### src/rtl/mac_pkg.sv
// rtl/mac_pkg.sv - shared types and defaults for the round-robin MAC scheduler
package mac_pkg;

  typedef enum logic [1:0] {
    ST_IDLE  = 2'd0,
    ST_BUSY  = 2'd1,
    ST_DRAIN = 2'd2,
    ST_OUT   = 2'd3
  } state_t;

  localparam int DW_DEF    = 4;
  localparam int ACC_W_DEF = 12;

  localparam logic [ACC_W_DEF-1:0] SAT_DEF = {ACC_W_DEF{1'b1}};

endpackage

### src/rtl/rr_arb2.sv
// rtl/rr_arb2.sv - combinational two-way round-robin pick
module rr_arb2 (
  input  logic       i_req0,
  input  logic       i_req1,
  input  logic       i_ptr,
  output logic [1:0] o_gnt,
  output logic       o_idx
);

  logic w_idx;

  // On contention the pointer decides; a lone request always wins.
  always_comb begin
    w_idx = 1'b0;
    if (i_req0 && i_req1) begin
      w_idx = i_ptr;
    end else if (i_req1) begin
      w_idx = 1'b1;
    end
  end

  assign o_idx = w_idx;
  assign o_gnt = (i_req0 || i_req1) ? (w_idx ? 2'b10 : 2'b01) : 2'b00;

endmodule

### src/rtl/mac_rr_sched.sv
// rtl/mac_rr_sched.sv - shares one saturating MAC between two job streams
module mac_rr_sched
  import mac_pkg::*;
#(
  parameter int DW    = DW_DEF,
  parameter int ACC_W = ACC_W_DEF
) (
  input  logic             clk,
  input  logic             rst_n,
  input  logic             req0_valid,
  output logic             req0_ready,
  input  logic [DW-1:0]    req0_a,
  input  logic [DW-1:0]    req0_b,
  input  logic             req0_last,
  input  logic             req1_valid,
  output logic             req1_ready,
  input  logic [DW-1:0]    req1_a,
  input  logic [DW-1:0]    req1_b,
  input  logic             req1_last,
  output logic             res_valid,
  input  logic             res_ready,
  output logic [ACC_W-1:0] res_data,
  output logic             res_id,
  output logic             res_ovf
);

  localparam logic [ACC_W-1:0] W_SAT = {ACC_W{1'b1}};

  state_t              r_state;
  state_t              w_next;
  logic                r_gnt;
  logic [1:0]          r_gnt_oh;
  logic                r_ptr;
  logic                r_pv;
  logic                r_ovf;
  logic [2*DW-1:0]     r_pq;
  logic [ACC_W-1:0]    r_acc;

  logic [1:0]          w_arb_oh;
  logic                w_arb_idx;
  logic                w_any;
  logic                w_sel_valid;
  logic                w_sel_last;
  logic [DW-1:0]       w_sel_a;
  logic [DW-1:0]       w_sel_b;
  logic                w_accept;
  logic                w_res_hs;
  logic [2*DW-1:0]     w_prod;
  logic [ACC_W:0]      w_sum;

  rr_arb2 u_arb (
    .i_req0 (req0_valid),
    .i_req1 (req1_valid),
    .i_ptr  (r_ptr),
    .o_gnt  (w_arb_oh),
    .o_idx  (w_arb_idx)
  );

  assign w_any       = req0_valid | req1_valid;
  assign w_sel_valid = r_gnt ? req1_valid : req0_valid;
  assign w_sel_last  = r_gnt ? req1_last  : req0_last;
  assign w_sel_a     = r_gnt ? req1_a     : req0_a;
  assign w_sel_b     = r_gnt ? req1_b     : req0_b;
  assign w_accept    = (r_state == ST_BUSY) & w_sel_valid;
  assign w_res_hs    = (r_state == ST_OUT) & res_ready;

  assign w_prod = {{DW{1'b0}}, w_sel_a} * {{DW{1'b0}}, w_sel_b};
  assign w_sum  = {1'b0, r_acc} + {{(ACC_W + 1 - 2*DW){1'b0}}, r_pq};

  always_ff @(posedge clk or negedge rst_n) begin
    if (!rst_n) begin
      r_state <= ST_IDLE;
    end else begin
      r_state <= w_next;
    end
  end

  always_comb begin
    w_next = r_state;
    case (r_state)
      ST_IDLE:  if (w_any) w_next = ST_BUSY;
      ST_BUSY:  if (w_accept && w_sel_last) w_next = ST_DRAIN;
      ST_DRAIN: w_next = ST_OUT;
      ST_OUT:   if (res_ready) w_next = ST_IDLE;
      default:  w_next = ST_IDLE;
    endcase
  end

  always_comb begin
    req0_ready = (r_state == ST_BUSY) & r_gnt_oh[0];
    req1_ready = (r_state == ST_BUSY) & r_gnt_oh[1];
    res_valid  = (r_state == ST_OUT);
    res_data   = (r_state == ST_OUT) ? r_acc : '0;
    res_id     = (r_state == ST_OUT) & r_gnt;
    res_ovf    = (r_state == ST_OUT) & r_ovf;
  end

  always_ff @(posedge clk or negedge rst_n) begin
    if (!rst_n) begin
      r_gnt    <= 1'b0;
      r_gnt_oh <= 2'b00;
      r_ptr    <= 1'b0;
      r_pv     <= 1'b0;
      r_pq     <= '0;
      r_acc    <= '0;
      r_ovf    <= 1'b0;
    end else begin
      r_pv <= w_accept;
      if (w_accept) begin
        r_pq <= w_prod;
      end
      if (r_state == ST_IDLE && w_any) begin
        r_gnt    <= w_arb_idx;
        r_gnt_oh <= w_arb_oh;
        r_acc    <= '0;
        r_ovf    <= 1'b0;
      end else if (r_pv) begin
        // Clamp instead of wrapping; ovf stays set until the next job starts.
        if (w_sum > {1'b0, W_SAT}) begin
          r_acc <= W_SAT;
          r_ovf <= 1'b1;
        end else begin
          r_acc <= w_sum[ACC_W-1:0];
        end
      end
      if (w_res_hs) begin
        r_ptr <= ~r_gnt;
      end
    end
  end

endmodule

### config.mk
export PLATFORM = sky130hd
export DESIGN_NAME = mac_rr_sched
export DESIGN_NICKNAME = d
export VERILOG_FILES = /design/src/rtl/mac_pkg.sv /design/src/rtl/rr_arb2.sv /design/src/rtl/mac_rr_sched.sv
export SDC_FILE = /design/constraint.sdc
export NUM_CORES = 1
export LEC_CHECK = 0
export ABC_AREA = 1
export BUFFER_PORTS_ARGS = -buffer_cell sky130_fd_sc_hd__buf_4
export CAP_MARGIN = 20
export CORE_MARGIN = 2
export CORE_UTILIZATION = 56
export DETAILED_ROUTE_END_ITERATION = 10
export PLACE_DENSITY = 0.79
export SLEW_MARGIN = 20
export SYNTH_ARGS = -nofsm -noshare
export SYNTH_HDL_FRONTEND = slang
export SYNTH_SLANG_ARGS = --single-unit
### constraint.sdc
create_clock -name clk -period 3.55 [get_ports clk]
set_input_delay 0.1775 -clock clk [delete_from_list [all_inputs] [get_ports clk]]
set_output_delay 0.1775 -clock clk [all_outputs]
set_load 0.005 [all_outputs]
==> flow_summary_export.csv, run 1 <==
group,metric,value,unit
global_routing,grt_overflow_total,0,
placed_design,dpl.hpwl,4224,µm
power_and_ir_drop,switching_power,1.036,mW
worst_setup_path,worst_path_max_delay_cell,"fa_1",
placed_design,portBuffers,39,
worst_setup_path,path_class,"reg -> reg",
worst_setup_path,r2r_cells,12,
logic_synthesis,syn_area,0.002487,mm²
worst_setup_path,cp-end-kind,"register",
power_and_ir_drop,finalPower,2.197,mW
floorplanning,die-height,70.65,µm
power_and_ir_drop,power.share.clock,11.6,%
power_and_ir_drop,power_density,757.7,mW/mm²
logic_synthesis,syn_inst,358,
min_path,hold_path_startpoint,"res_ready",
worst_setup_path,r2r-start,"r_gnt",
floorplanning,start_util,57.52,%
finish,num_antenna_cells,0,
worst_setup_path,r2r-end,"r_pq[6]",
floorplanning,die_area,0.004991,mm²
timing,fmax,0.3200,GHz
global_routing,grt_start_max_net_pins,29,
finish,nets,451,
min_path,hp-class,"in -> reg",
timing,grt_setup_unrepaired,"false",
global_routing,grt_usage,22.79,%
timing,slew_violations,0,
floorplanning,die-width,70.65,µm
finish,drive_gt1_share,18.14,%
drt,routedWlPerCell,11.68,µm
drt,via_per_inst,5.143,
worst_setup_path,worstPathArrival,3.29,ns
worst_setup_path,r2r_setup_slack,0.43,ns
timing,relSlewSlack,55.90,%
worst_setup_path,crit_chain,"inv_1, or2_2, o21ai_2, or2_1, fa_1, fa_1, inv_1, fa_1, nand3_1, nand2_1, xnor2_1, o21ai_2",
drt,first_iter_violations,149,
cts,cts_resized,0,
placed_design,place_ws,0.4286,ns
cts,clk_latency,0.28,ns
finish,final_area,0.002900,mm²
logic_synthesis,synth_fp_nets,411,
worst_setup_path,max_stage_delay,0.54,ns
logic_synthesis,ys_seq_elements,28,
drt,dr.pass1.iters,4,
timing,setup_tns,0,ns
cts,clk_pin_slew,0.10,ns
finish,fin_util,67.07,%
cts,clk_path_buf_depth,2,
timing,fin_crit,3.125,ns
floorplanning,core,0.004324,mm²
floorplanning,io_pins,40,
timing,tightest_slew,0.6615,ns
cts,clock_sinks,28,
placed_design,post-place-cells,444,
cts,cts_inserted_buffers,3,
timing,timing.final.ws_setup,0.4254,ns
global_routing,grt_pass1_vias,2279,
power_and_ir_drop,p_int,1.162,mW
timing,skew,0.009274,ns
status,outcome,"finished clean",
timing,hold_slack,0.09791,ns
power_and_ir_drop,ir_worst_vdd,0.6808,mV
timing,fin_crit_sh,88.02,%
drt,vias,2309,
logic_synthesis,ys.warnings.count,0,
floorplanning,rows,24,
logic_synthesis,yosys.area.top_type_share,28.17,%
power_and_ir_drop,seq_power_share,23.5,%
drt,drc_errors,0,
finish,area_growth,16.60,%
placed_design,place.gp.congestion,0.8543,
logic_synthesis,yosysUniqueCellTypes,31,
finish,nFillCells,404,
cts,cts-root-buf,"clkbuf_8",
power_and_ir_drop,leakage,1.760,nW
worst_setup_path,start_kind,"register",
worst_setup_path,critPathRequiredTime,3.72,ns
drt,drt_wl_total,5243,µm
cts,cts.htree.levels,1,
power_and_ir_drop,p_sw_share,47.13,%
cts,cts_tree,"yes",
global_routing,grt_pass1_wl,9315,µm
timing,setup_violations,0,
worst_setup_path,cp_max_fo,11,
global_routing,antenna_found_initial,0,
worst_setup_path,crit_top_cell,"fa_1",
placed_design,placed_area,0.002819,mm²
min_path,hold_path_depth,2,
drt,antenna_left,0,
logic_synthesis,synthTopCellsByArea,"dfrtp_1 28%, nand2_1 17%, ha_1 13%",
finish,fin_cells,449,
timing,hold_viol,0,
flow_run,maxCapViolCount,0,
power_and_ir_drop,comb_power_share,64.9,%
logic_synthesis,ys_seq_area_share,28.17,%
logic_synthesis,synth_top_cell_by_area,"dfrtp_1",
min_path,min_delay_worst_endpoint,"r_ptr",
logic_synthesis,synth_area_per_cell,6.948,µm²
-- state kept, by name, indices dropped and copies added, names as in the netlist --
signal	flops
r_acc	12
r_pq	8
r_gnt_oh	2
r_state	2
r_gnt	1
r_ovf	1
r_ptr	1
r_pv	1
-- routing by layer --
metal / vias up / wire length (µm) / GRT usage (%)
met1: 1069 / 2333 / 27.24
li1: 1188 / - / -
met5: - / 0 / 0
met4: 0 / 74 / 8.386
met3: 6 / 143 / 2.564
met2: 46 / 2692 / 42.14
-- cell families (layout without fill, tap and decap cells) --
| family | after synthesis | after routing | share of synthesized area (%) |
|---|---|---|---|
| compound gates | 34 | 34 | 8.954 |
| buf+inv | 73 | 112 | 11.47 |
| xor+xnor | 5 | 5 | 1.760 |
| flops | 28 | 28 | 28.17 |
| simple gates | 188 | 188 | 33.05 |
| fa+ha+maj | 30 | 30 | 16.60 |
-- repair_timing --
action / in CTS / in global routing
endpoints found under the hold margin: 28 / 0
buffers inserted: 0 / 0
endpoints found under the setup margin: 0 / 0
hold buffers: 1 / 0
-- critical path, delay by kind of cell, from the launching register on --
kind,cells,cell delay (ns)
buffers and inverters,2,0.26
AO/OA/AOI/OAI,2,0.12
AND/OR/NAND/NOR,4,0.58
flip-flops,1,0.39
adder cells (fa/ha/maj),3,1.50
XOR/XNOR,1,0.17
-- how the worst max path moves through the flow --
stage / start / to / slack, ns
after global routing: r_gnt / r_pq[7] / 0.23
after CTS: r_gnt / r_pq[6] / 0.41
after detailed placement: r_gnt / r_pq[6] / 0.43
after global placement: r_gnt / r_pq[6] / 0.47
after floorplan: r_gnt / r_pq[6] / 0.52
final: r_gnt / r_pq[6] / 0.43
-- layout make-up --
class | count | area [µm²] | share of cell area (%)
Multi-Input combinational cell | 257 | 1501 | 51.77
Sequential cell | 28 | 700.7 | 24.16
Timing Repair Buffer | 41 | 310.3 | 10.70
Inverter | 67 | 251.5 | 8.671
Tap cell | 52 | 65.06 | 2.243
Clock buffer | 3 | 41.29 | 1.424
Clock inverter | 1 | 30.03 | 1.035
-- placed cells by master (no fill, tap or decap) --
cell type	count
nand2_2	5
dfrtp_1	28
nor2_1	25
ha_1	25
xor2_1	1
fa_1	5
or2_1	4
buf_4	40
a31oi_1	1
inv_1	63
nand3b_1	4
inv_2	4
o31ai_1	1
o21ai_1	1
nand4_1	4
clkbuf_8	3
dlygate4sd3_1	1
o211ai_1	1
a32oi_1	1
o21ai_0	7
bufinv_16	1
nand2_1	112
o21bai_1	1
xnor2_1	4
a22oi_1	1
a21oi_1	10
or2_0	1
nand3_1	24
o21ai_2	10
nor3_4	1
nor3_2	1
or2_2	7
-- power by group through the flow --
stage / combinational (mW) / clock [mW] / sequential (mW)
after CTS: 1.44 / 0.261 / 0.515
after global placement: 1.40 / 0 / 0.515
after floorplan: 1.15 / 0 / 0.495
after detailed placement: 1.43 / 0 / 0.521
after global routing: 1.65 / 0.268 / 0.529
final: 1.43 / 0.256 / 0.516
-- Yosys cell counts --
master / number
inv_2: 4
nor2_1: 25
nand2_2: 5
ha_1: 25
buf_6: 1
xnor2_1: 4
clkbuf_1: 2
nand4_1: 4
nand3b_1: 4
nand2_1: 112
a21oi_1: 10
o31ai_1: 1
o21ai_2: 10
buf_2: 3
a32oi_1: 1
or2_1: 4
a22oi_1: 1
o21ai_1: 1
or2_0: 1
a31oi_1: 1
o211ai_1: 1
o21bai_1: 1
o21ai_0: 7
fa_1: 5
xor2_1: 1
dfrtp_1: 28
nand3_1: 24
or2_2: 7
inv_1: 63
nor3_2: 1
nor3_4: 1
(Power assumes the default switching activity.)
==> run 2: changes to the inputs <==
CTS_BUF_LIST = sky130_fd_sc_hd__clkbuf_16   (was default)
==> run 2 against run 1 <==
Against the previous run:
- first-iteration DRC count decreased by 15%
- utilization up 0.78 points
- setup slack better by 0.011 ns
- sequential power is essentially flat
- register-to-register slack barely moved
- critical path depth did not move
- non-clock buffer count unchanged
- clock power is 31% higher
- worst hold slack better by 0.022 ns
- total power is 3.9% higher
- combinational power about the same
- critical path type unchanged
- critical endpoint unchanged
==> flow_summary_export.csv, run 2 (synthesized netlist as in run 1, its figures left out) <==
group,metric,value,unit
status,outcome,"finished clean",
drt,drt_wl_total,5314,µm
finish,nFillCells,396,
timing,tightest_slew,0.6710,ns
drt,vias,2315,
worst_setup_path,max_stage_delay,0.54,ns
timing,slew_violations,0,
placed_design,portBuffers,39,
timing,setup_tns,0,ns
cts,cts-root-buf,"clkbuf_16",
timing,grt_setup_unrepaired,"false",
placed_design,dpl.hpwl,4224,µm
cts,cts_tree,"yes",
worst_setup_path,crit_top_cell,"fa_1",
cts,clk_path_buf_depth,2,
finish,top_register,"r_acc",
drt,via_per_inst,5.156,
finish,final_common_cell,"nand2_1",
cts,clk_pin_slew,0.07,ns
timing,hold_slack,0.1201,ns
finish,area_growth,17.96,%
finish,reg_top3,"r_acc: 12 flops, r_pq: 8 flops",
timing,timing.final.ws_setup,0.4366,ns
timing,setup_violations,0,
finish,drive_gt1_share,18.14,%
drt,dr.pass1.iters,4,
power_and_ir_drop,finalPower,2.283,mW
cts,cts.htree.levels,1,
timing,skew,0.003984,ns
global_routing,grt_pass1_vias,2286,
global_routing,grt_usage,22.97,%
worst_setup_path,worstPathArrival,3.27,ns
flow_run,maxCapViolCount,0,
drt,antenna_left,0,
floorplanning,start_util,57.52,%
floorplanning,core,0.004324,mm²
power_and_ir_drop,leakage,1.776,nW
cts,clk_latency,0.26,ns
worst_setup_path,crit_chain,"inv_1, or2_2, o21ai_2, or2_1, fa_1, fa_1, inv_1, fa_1, nand3_1, nand2_1, xnor2_1, o21ai_2",
floorplanning,die_area,0.004991,mm²
timing,fmax,0.3212,GHz
global_routing,grt_start_max_net_pins,29,
min_path,hp-class,"in -> reg",
worst_setup_path,critPathRequiredTime,3.70,ns
power_and_ir_drop,power_density,778.2,mW/mm²
worst_setup_path,cp_top_family,"adder cells",
global_routing,antenna_found_initial,0,
floorplanning,die-width,70.65,µm
floorplanning,rows,24,
cts,cts_inserted_buffers,3,
timing,relSlewSlack,55.26,%
worst_setup_path,cp-end-kind,"register",
worst_setup_path,cp_max_fo,11,
drt,first_iter_violations,127,
finish,nets,451,
drt,drc_errors,0,
worst_setup_path,worst_path_max_delay_cell,"fa_1",
power_and_ir_drop,ir_worst_vdd,0.6965,mV
finish,largest_reg_flops,12,
worst_setup_path,path_class,"reg -> reg",
floorplanning,die-height,70.65,µm
finish,layout_common_cells,"112 x nand2_1, 63 x inv_1, 40 x buf_4, 28 x dfrtp_1",
timing,fin_crit,3.113,ns
floorplanning,io_pins,40,
timing,hold_viol,0,
global_routing,grt_overflow_total,0,
placed_design,place.gp.congestion,0.8543,
global_routing,grt_pass1_wl,9356,µm
worst_setup_path,crit_buf_inv,2,
timing,fin_crit_sh,87.70,%
drt,routedWlPerCell,11.84,µm
finish,num_antenna_cells,0,
placed_design,place_ws,0.4286,ns
cts,clock_sinks,28,
worst_setup_path,start_kind,"register",
[run 2: cell count changes in the layout (fill, tap and decap cells not counted)]
cell       before  now
clkbuf_16       0    3
clkbuf_8        3    0
[run 2: what timing repair did]
| action | in CTS | in global routing |
|---|---|---|
| gates resized for setup | 0 | 0 |
| endpoints found under the hold margin | 28 | 0 |
| hold buffers | 1 | 0 |
| setup buffers | 0 | 0 |
[run 2: path summary, 6_finish.rpt]
| check | from | endpoint | slack [ns] | depth (start not counted) |
|---|---|---|---|---|
| min in group asynchronous | rst_n | r_acc[6] | 0.38 | 2 |
| max in group asynchronous | rst_n | r_acc[1] | 2.90 | 2 |
| min | res_ready | r_ptr | 0.12 | 2 |
| max | r_gnt | r_pq[6] | 0.44 | 12 |
| min reg2reg | r_ovf | r_ovf | 0.49 | 2 |
| max reg2reg | r_gnt | r_pq[6] | 0.44 | 12 |
[run 2: layer usage]
layer	share of wire, %	GRT usage, %	vias up
li1	-	-	1189
met1	43	26.87	1065
met2	51	42.77	52
met3	3.5	2.422	9
met4	1.7	9.434	0
met5	0	0	-
[run 2: layout make-up]
type / count / area [µm²] / area share [%]
multi-input cells: 257 / 1501 / 51.17
flip-flops and latches: 28 / 700.7 / 23.88
repair buffers: 41 / 310.3 / 10.58
inverters: 67 / 251.5 / 8.571
clock buffers: 3 / 75.07 / 2.559
well taps: 52 / 65.06 / 2.217
clock inverters: 1 / 30.03 / 1.023
[run 2: metrics by stage]
step | util (%) | cells | instance area [µm²]
4_1_cts | 67.85 | 449 | 2934
3_3_place_gp | 65.19 | 444 | 2819
6_report | 67.85 | 449 | 2934
5_1_grt | 67.85 | 449 | 2934
3_5_place_dp | 65.19 | 444 | 2819
2_1_floorplan | - | 358 | 2487
[run 2: where the power goes]
group,internal [mW],total [mW],switching (mW)
clock,0.225,0.336,0.112
combinational,0.579,1.43,0.851
sequential,0.433,0.517,0.0843
==> run 3: changes to the inputs <==
CORE_UTILIZATION = 52   (was 56)
PLACE_DENSITY = 0.77   (was 0.79)
clock period = 2.7 ns   (was 3.55 ns; I/O delays follow)
==> run 3 against run 2 <==
Against the previous run:
- the run now ends with setup timing left
- clock power is 29% higher
- register-to-register slack got worse by 0.45 ns
- wire length is 1.2% higher
- final cell count rose by 2.9%
- sequential cell count stayed put
- critical path type unchanged
==> flow_summary_export.csv, run 3 (synthesized netlist as in run 1, its figures left out) <==
group,metric,value,unit
cts,clk_path_buf_depth,2,
power_and_ir_drop,power_density,1101,mW/mm²
finish,layout_common_cells,"110 x nand2_1, 60 x inv_1, 51 x buf_4, 28 x dfrtp_1, 25 x nor2_1",
global_routing,antenna_found_initial,0,
drt,via_per_inst,4.968,
drt,dr.pass1.iters,4,
finish,final_area,0.003104,mm²
worst_setup_path,crit_buf_inv,2,
timing,fin_crit,2.713,ns
finish,nets,462,
placed_design,place.gp.congestion,0.8713,
placed_design,portBuffers,39,
timing,fin_crit_sh,100.5,%
worst_setup_path,start_kind,"register",
power_and_ir_drop,power.share.clock,12.7,%
floorplanning,die-width,73.16,µm
floorplanning,start_util,53.37,%
cts,clk_pin_slew,0.07,ns
power_and_ir_drop,leakage,1.835,nW
finish,top_register,"r_acc",
cts,cts.htree.levels,1,
worst_setup_path,max_stage_delay,0.50,ns
timing,setup_violations,3,
worst_setup_path,cp_top_family,"adder cells",
drt,first_iter_violations,110,
finish,reg_top3,"r_acc: 12 flops, r_pq: 8 flops",
finish,fin_util,66.60,%
floorplanning,die-height,73.16,µm
finish,multi_input_area,0.001587,mm²
drt,routedWlPerCell,11.64,µm
global_routing,grt_start_max_net_pins,29,
worst_setup_path,cp-end-kind,"register",
drt,drt_wl_total,5376,µm
placed_design,dpl.hpwl,4308,µm
global_routing,grt_pass1_vias,2310,
finish,final_common_cell,"nand2_1",
cts,clock_sinks,28,
min_path,hp-class,"in -> reg",
finish,regArea,700.7,µm²
worst_setup_path,worst_path_max_delay_cell,"fa_1",
placed_design,place_ws,-0.09470,ns
cts,cts-root-buf,"clkbuf_16",
global_routing,grtUsageMet3,3.039,%
timing,fmax,0.3686,GHz
floorplanning,io_pins,40,
power_and_ir_drop,ir_worst_vdd,0.6261,mV
worst_setup_path,crit_chain,"inv_2, or2_4, o21ai_2, or2_1, fa_1, fa_1, inv_2, ha_2, nand4_1, nand3_1, nand2_1, nand3_1, nand2_1",
power_and_ir_drop,switching_power,1.512,mW
power_and_ir_drop,p_sw_share,44.25,%
global_routing,grtUsageMet1,26.55,%
timing,grt_setup_unrepaired,"true",
power_and_ir_drop,p_int,1.905,mW
floorplanning,die_area,0.005352,mm²
floorplanning,rows,25,
placed_design,placed_area,0.002918,mm²
timing,skew,0.0008749,ns
timing,relSlewSlack,54.01,%
timing,timing.final.ws_setup,-0.01327,ns
finish,drive_gt1_share,24.02,%
timing,hold_slack,0.08508,ns
finish,num_antenna_cells,0,
global_routing,grt_overflow_total,0,
timing,tightest_slew,0.6899,ns
drt,vias,2295,
worst_setup_path,critPathRequiredTime,2.86,ns
power_and_ir_drop,comb_power_share,67.4,%
status,outcome,"finished with violations",
worst_setup_path,cp_max_fo,8,
finish,nFillCells,402,
global_routing,busiest_layer,"met2",
timing,hold_viol,0,
cts,cts_inserted_buffers,3,
drt,drc_errors,0,
timing,setup_tns,-0.02621,ns
global_routing,grt_pass1_wl,9315,µm
flow_run,maxCapViolCount,0,
timing,slew_violations,0,
global_routing,grt_use_met2,38.34,%
worst_setup_path,worstPathArrival,2.87,ns
finish,largest_reg_flops,12,
drt,antenna_left,0,
power_and_ir_drop,seq_power_share,19.9,%
status,violations,"setup timing",
worst_setup_path,path_class,"reg -> reg",
global_routing,grt_usage,21.60,%
finish,area_growth,24.80,%
floorplanning,core,0.004661,mm²
cts,cts_tree,"yes",
cts,clk_latency,0.26,ns
==> run 3: repair_timing <==
item                       4_1_cts  5_1_grt
setup endpoints to repair        3        5
hold buffers                     1        0
pin swaps                        2        6
gates cloned                     0        0
hold endpoints to repair        28        0
buffers inserted                 1        0
resized for setup                4        6
==> run 3: per-layer routing <==
metal	wire [µm]	share of wire, %	vias to the layer above
li1	-	-	1216
met1	2386	44	1023
met2	2765	51	46
met3	144	2.7	10
met4	79	1.5	0
met5	0	0	-
==> run 3: power by group through the flow <==
stage          sequential, mW  combinational, mW  clock [mW]
3_5_place_dp            0.686               2.01           0
5_1_grt                 0.696               2.59       0.461
4_1_cts                 0.678               2.16       0.442
2_1_floorplan           0.653               1.57           0
3_3_place_gp            0.679               1.95           0
6_report                0.680               2.30       0.435
==> run 3: cell type report <==
class	instances	share of cell area (%)
clock buffer	3	2.418
inverter	67	8.102
sequential	28	22.57
clock inverter	1	0.9674
tap	54	2.177
timing repair buffer	52	12.66
multi-input combinational	257	51.11
==> run 3: final timing paths <==
path / to / slack [ns] / start / cells past startpoint
max reg2reg: r_pq[7] / -0.01 / r_gnt / 13
min in group asynchronous: r_acc[6] / 0.34 / rst_n / 2
min reg2reg: r_gnt_oh[1] / 0.49 / r_gnt_oh[1] / 2
max: r_pq[7] / -0.01 / r_gnt / 13
max in group asynchronous: r_pq[0] / 2.10 / rst_n / 2
min: r_ptr / 0.09 / res_ready / 2
==> run 3: through the flow <==
step | total power, mW | cells
floorplan | 2.222 | 358
finish | 3.417 | 462
CTS | 3.278 | 462
detailed placement | 2.695 | 456
global route | 3.743 | 462
global placement | 2.631 | 456
